$ cat config.mk
export PLATFORM = sky130hd
export DESIGN_NAME = vld_unit_strided
export DESIGN_NICKNAME = d
export VERILOG_FILES = /design/src/rtl/vld_pkg.sv /design/src/rtl/vld_mask_expand.sv /design/src/rtl/vld_unit_strided.sv
export SDC_FILE = /design/constraint.sdc
export NUM_CORES = 1
export LEC_CHECK = 0
export BUFFER_PORTS_ARGS = -buffer_cell sky130_fd_sc_hd__buf_2
export CAP_MARGIN = 0
export CORE_MARGIN = 4
export CORE_UTILIZATION = 45
export DETAILED_ROUTE_END_ITERATION = 8
export PLACE_DENSITY = 0.83
export REMOVE_ABC_BUFFERS = 1
export SLEW_MARGIN = 20
export SYNTH_ARGS = -nofsm -noshare
export SYNTH_HDL_FRONTEND = slang
export SYNTH_SLANG_ARGS = --single-unit
$ cat constraint.sdc
create_clock -name clk -period 5.3 [get_ports clk]
set_input_delay 0.265 -clock clk [delete_from_list [all_inputs] [get_ports clk]]
set_output_delay 0.265 -clock clk [all_outputs]
set_load 0.02 [all_outputs]
$ cat src/rtl/vld_pkg.sv
// rtl/vld_pkg.sv - shared types and sizing helpers for the vector-load sequencer
package vld_pkg;

   typedef enum logic [1:0] {
      SEW8  = 2'd0,
      SEW16 = 2'd1,
      SEW32 = 2'd2,
      SEW64 = 2'd3
   } sew_e;

   typedef enum logic [1:0] {
      IDLE = 2'd0,
      BEAT = 2'd1,
      DONE = 2'd2
   } state_e;

   // Elements per beat for a given element width.
   function automatic int unsigned epb(input sew_e sew, input int unsigned data_bytes);
      return data_bytes >> sew;
   endfunction

   // Live bytes in a beat holding r remaining elements (r saturates at one full beat).
   function automatic int unsigned tail_bytes(input int unsigned r, input sew_e sew,
                                              input int unsigned data_bytes);
      int unsigned n;
      n = epb(sew, data_bytes);
      if (r < n) n = r;
      return n << sew;
   endfunction

endpackage

$ cat src/rtl/vld_mask_expand.sv
// rtl/vld_mask_expand.sv - replicates each element mask bit over that element's bytes
module vld_mask_expand
   import vld_pkg::*;
#(
   parameter int DATA_BYTES = 8
) (
   input  logic [DATA_BYTES-1:0] elem_mask,
   input  sew_e                  sew,
   output logic [DATA_BYTES-1:0] byte_en
);

   localparam int IDXW = $clog2(DATA_BYTES);

   logic [IDXW-1:0] idx [DATA_BYTES];

   always_comb begin
      byte_en = '0;
      for (int unsigned j = 0; j < DATA_BYTES; j++) begin
         idx[j]     = IDXW'(j >> sew);
         byte_en[j] = elem_mask[idx[j]];
      end
   end

endmodule

$ cat src/rtl/vld_unit_strided.sv
// rtl/vld_unit_strided.sv - vector-load beat sequencer with SEW masks and VL clamp; VLD_STRIDE_EN enables non-unit stride
module vld_unit_strided
   import vld_pkg::*;
#(
   parameter int ADDR_WIDTH  = 32,
   parameter int DATA_BYTES  = 8,
   parameter int VLMAX_BEATS = 32,
   parameter int VREG_WIDTH  = 5,
   parameter int VL_WIDTH    = 32
) (
   input  logic                                      clk,
   input  logic                                      rst,
   input  logic                                      req_valid,
   output logic                                      req_ready,
   input  logic [ADDR_WIDTH-1:0]                     req_addr,
   input  logic [VL_WIDTH-1:0]                       req_vl,
   input  logic [VREG_WIDTH-1:0]                     req_vr,
   input  logic [1:0]                                req_sew,
   input  logic [ADDR_WIDTH-1:0]                     req_stride,
   input  logic                                      req_masked,
   input  logic                                      req_mask_dst,
   output logic [VL_WIDTH-1:0]                       mask_elem_idx,
   input  logic [DATA_BYTES-1:0]                     mask_in,
   output logic                                      beat_valid,
   input  logic                                      beat_ready,
   output logic [ADDR_WIDTH-1:0]                     addr_mm,
   output logic [VREG_WIDTH+$clog2(VLMAX_BEATS)-1:0] addr_vrf,
   output logic [DATA_BYTES-1:0]                     b_en,
   output logic                                      wr_vrf,
   output logic                                      wr_mask,
   output logic                                      done
);

   localparam int VRF_AW = VREG_WIDTH + $clog2(VLMAX_BEATS);
   localparam logic [VL_WIDTH-1:0] VLMAX_ELEMS = VL_WIDTH'(VLMAX_BEATS * DATA_BYTES);

   state_e                  state, state_next;
   sew_e                    sew_q;
   logic                    masked_q, mask_dst_q;
   logic [VL_WIDTH-1:0]     rem_q;
   logic [VL_WIDTH-1:0]     vl_cap, vl_eff, cur_epb;
   logic [ADDR_WIDTH-1:0]   addr_inc;
   logic                    accept, beat_fire, last_beat;
   logic [31:0]             tail_r;
   int unsigned             tail_cnt;
   logic [DATA_BYTES-1:0]   expanded, elem_en, tail_en;

`ifdef VLD_STRIDE_EN
   logic [ADDR_WIDTH-1:0]   stride_q;
   assign addr_inc = stride_q;
`else
   logic                    unused_stride;
   assign unused_stride = ^req_stride;
   assign addr_inc      = ADDR_WIDTH'(1);
`endif

   assign accept    = req_valid & req_ready;
   assign beat_fire = beat_valid & beat_ready;
   assign vl_cap    = VLMAX_ELEMS >> req_sew;
   assign vl_eff    = (req_vl > vl_cap) ? vl_cap : req_vl;
   assign cur_epb   = VL_WIDTH'(epb(sew_q, DATA_BYTES));
   // rem_q holds elements still to deliver, so the final beat is the one covering the rest.
   assign last_beat = (rem_q <= cur_epb);
   assign tail_r    = last_beat ? 32'(rem_q) : 32'(cur_epb);
   assign tail_cnt  = tail_bytes(tail_r, sew_q, DATA_BYTES);

   always_ff @(posedge clk or posedge rst) begin
      if (rst) state <= IDLE;
      else     state <= state_next;
   end

   always_comb begin
      state_next = state;
      req_ready  = 1'b0;
      beat_valid = 1'b0;
      done       = 1'b0;
      wr_vrf     = 1'b0;
      wr_mask    = 1'b0;
      case (state)
         IDLE: begin
            req_ready = 1'b1;
            if (accept) state_next = (vl_eff == '0) ? DONE : BEAT;
         end
         BEAT: begin
            beat_valid = 1'b1;
            wr_vrf     = ~mask_dst_q;
            wr_mask    = mask_dst_q;
            if (beat_fire && last_beat) state_next = DONE;
         end
         DONE: begin
            done       = 1'b1;
            state_next = IDLE;
         end
         default: state_next = IDLE;
      endcase
   end

   always_ff @(posedge clk or posedge rst) begin
      if (rst) begin
         addr_mm       <= '0;
         addr_vrf      <= '0;
         mask_elem_idx <= '0;
         rem_q         <= '0;
         sew_q         <= SEW8;
         masked_q      <= 1'b0;
         mask_dst_q    <= 1'b0;
`ifdef VLD_STRIDE_EN
         stride_q      <= '0;
`endif
      end else if (accept) begin
         addr_mm       <= req_addr;
         addr_vrf      <= VRF_AW'(req_vr) * VRF_AW'(VLMAX_BEATS);
         mask_elem_idx <= '0;
         rem_q         <= vl_eff;
         sew_q         <= sew_e'(req_sew);
         masked_q      <= req_masked;
         mask_dst_q    <= req_mask_dst;
`ifdef VLD_STRIDE_EN
         stride_q      <= req_stride;
`endif
      end else if (beat_fire && !last_beat) begin
         addr_mm       <= addr_mm + addr_inc;
         addr_vrf      <= addr_vrf + VRF_AW'(1);
         mask_elem_idx <= mask_elem_idx + cur_epb;
         rem_q         <= rem_q - cur_epb;
      end
   end

   vld_mask_expand #(
      .DATA_BYTES(DATA_BYTES)
   ) u_mask_expand (
      .elem_mask(mask_in),
      .sew      (sew_q),
      .byte_en  (expanded)
   );

   always_comb begin
      tail_en = '0;
      for (int unsigned j = 0; j < DATA_BYTES; j++) begin
         if (j < tail_cnt) tail_en[j] = 1'b1;
      end
      elem_en = masked_q ? expanded : '1;
      b_en    = beat_valid ? (tail_en & elem_en) : '0;
   end

endmodule

==> metrics.txt <==
outcome finished clean; Final ANT Viol Nets 0; crit path cell chain ha_2 -> ha_1 -> fa_1 -> nand2b_1 -> a21oi_4 -> a21oi_2 -> nand2_1 -> mux2_2 -> ha_1 -> or3_1 -> o21ai_0 -> o21a_4 -> a211oi_1 -> a311oi_1 -> a22oi_2 -> a2111oi_2 -> buf_4; clk slew on worst S/H paths 80 ps; CP required 5040 ps; top cell type's share of synthesized area 38.9%; latest clock arrival within the worst-skew pair 360 ps; post-synth top area cell dfrtp_1; FFs w/ async S/R, synth 100%; total wire length 19,300 um; I/O Buffers 171; DRT iter0 DRCs 651; Power Dens Cells 573 mW/mm^2; antenna violations before repair 1; cell mode on critical path ha_1; worst slew pin tran 862 ps; Die X 135 um; Hold Vio Cnt, Final 0; peak supply drop 219 uV; ranking of synthesized cells by area dfrtp_1 (39%), nand2_1 (4.9%), nor2_1 (4.3%); Synth Area per Inst 8.86 um^2; Main synth FF type dfrtp_1; CP Data Arrival Time 4870 ps; Starting Density 45.7%; relative slew slack 42.4%; CP Class register to output port; Area growth syn-to-layout 19.7%; Core ar. 0.0158 mm^2; final std cells w/o fill 1,196; CP Max Fanout 8; post-synth cell types 79; final core occ 54.7%; hold_ws 8.34 ps; DR vias 6,881; vias per std cell 5.75; largest net degree at the start of global routing 61; min-delay worst type input pin to async pin; Post-Syn Instances 814; critical path's largest stage delay 490 ps; overall routing resource usage 20.9%; placer congestion estimate 0.927; Top Layer Used met5; Die Y 135 um; Final WS setup 164 ps; CP startpoint sew_q[0]$_DFFE_PP0P_; Ports 204; H-tree levels 3; first-pass GRT wire length 31,200 um; Placed Area 0.00827 mm^2; Rows 46; max cap viols 0; reg2reg start sew_q[0]$_DFFE_PP0P_; register area share after synthesis 38.9%; WL/cell 16.1 um; commonest non-fill, non-tap cell in the layout buf_2; Post-DP HPWL 13,900 um; Placed Instances 1,177; root buffer cell clkbuf_16; Clock Path Buffers 2; post-layout min period 5140 ps; vias in the first global route 6,355; number of flops mapped to enable cells by yosys 0; period utilisation layout 96.9%; synthesized area 0.00721 mm^2; Syn. warnings 0; Worst Path Buf+Inv 1; # DRC 0; wire length on met2 8890 um; CTS tree yes; pre-CTS setup slack 147 ps; M1 WL 8560 um; hold_buf cts 0; FMAX 195 MHz; layout cells sized above 1 25.9%; crit path capture type output port; CTS Buf Count 9; Lkg Pwr 3.87 nW; Startpoint Class register; first drt pass iteration count 5; # diodes 0; Slowest cell on crit path dfrtp_2; Final setup violation count 0; family with the most delay on the worst path compound AO/OA/AOI/OAI gates; Max Transition Viols Final 0; Yosys reg bits 112; most frequent cells in the layout buf_2 (170), dfrtp_1 (110), nand2_1 (94), nor2_1 (83), o21ai_0 (51); fin area 0.00863 mm^2; skew final 10.4 ps; die area 0.0181 mm^2; Nets 1,116; WL met3 1450 um; grt total ovfl 0; Sink Count 112
[where the power goes]
part / total, mW / internal [mW] / switching (mW)
Sequential: 1.52 / 1.15 / 0.373
Combinational: 2.72 / 1.08 / 1.64
Clock: 0.712 / 0.378 / 0.335
Total: 4.95 / 2.60 / 2.35
[per-stage QoR]
stage	setup TNS [ps]	power, mW
floorplan	0	3.30
global placement	0	4.06
detailed placement	0	4.12
CTS	0	4.88
global route	-87.6	5.30
finish	0	4.95
[flip-flops by register name (all words and copies together) (netlist names)]
name	flops
addr_mm	32
state	2
rem_q	32
masked_q	1
mask_dst_q	1
mask_elem_idx	32
sew_q	2
addr_vrf	10
[logic make-up (layout without fill, tap and decap cells)]
| logic type | Yosys count | in the layout | share of synthesized area (%) |
|---|---|---|---|
| flops | 112 | 112 | 38.9 |
| fa+ha+maj | 24 | 24 | 4.37 |
| compound gates | 181 | 181 | 16.6 |
| mux | 23 | 23 | 4.51 |
| simple gates | 353 | 353 | 25.0 |
| xor+xnor | 55 | 55 | 6.68 |
| buf+inv | 66 | 232 | 3.97 |
[area by class of cell]
| class | instances | area [um^2] |
|---|---|---|
| Timing Repair Buffer | 187 | 978 |
| Fill cell | 1409 | 7140 |
| Multi-Input combinational cell | 636 | 4150 |
| Clock inverter | 7 | 87.6 |
| Inverter | 29 | 115 |
| Sequential cell | 112 | 2810 |
| Tap cell | 216 | 270 |
| Clock buffer | 9 | 225 |
[Yosys cell counts (all sizes together) (6+ instances only)]
cell type and instances:
o21ai 58, xor2 24, nand2 94, mux2 6
inv 28, dfrtp 112, nor2 83, a211oi 13
nor4 21, or4 14, o22ai 6, xnor2 31
and3 11, mux2i 10, o31ai 9, or3 20
ha 22, nand3 38, and4 9, clkbuf 26
nor3 19, nand4 16, buf 10, mux4 7
nand2b 8, a311oi 8, and2 8, a21oi 41
[layer usage]
| layer | GRT usage [%] | up-vias |
|---|---|---|
| met3 | 4.47 | 35 |
| met2 | 33.4 | 255 |
| met4 | 5.83 | 2 |
| li1 | - | 3293 |
| met1 | 28.9 | 3296 |
| met5 | 0 | - |
[what timing repair did]
action	CTS	global route
cloned	0	0
setup buffers	0	3
pin swaps	0	2
gates resized for setup	4	9
endpoints found under the setup margin	8	8
[path summary, 6_finish.rpt]
path                                           endpoint  slack [ps]  cells after the start
max                                             b_en[4]         160                     17
min                             addr_vrf[5]$_DFFE_PP0P_           8                      2
max reg2reg                       rem_q[21]$_DFFE_PP0P_        1540                     10
min reg2reg                mask_elem_idx[0]$_DFFE_PP0P_         540                      2
max in group asynchronous          sew_q[1]$_DFFE_PP0P_        4070                      3
min in group clk                   masked_q$_DFFE_PP0P_          90                      3
Power figures use the tool's default switching activity.
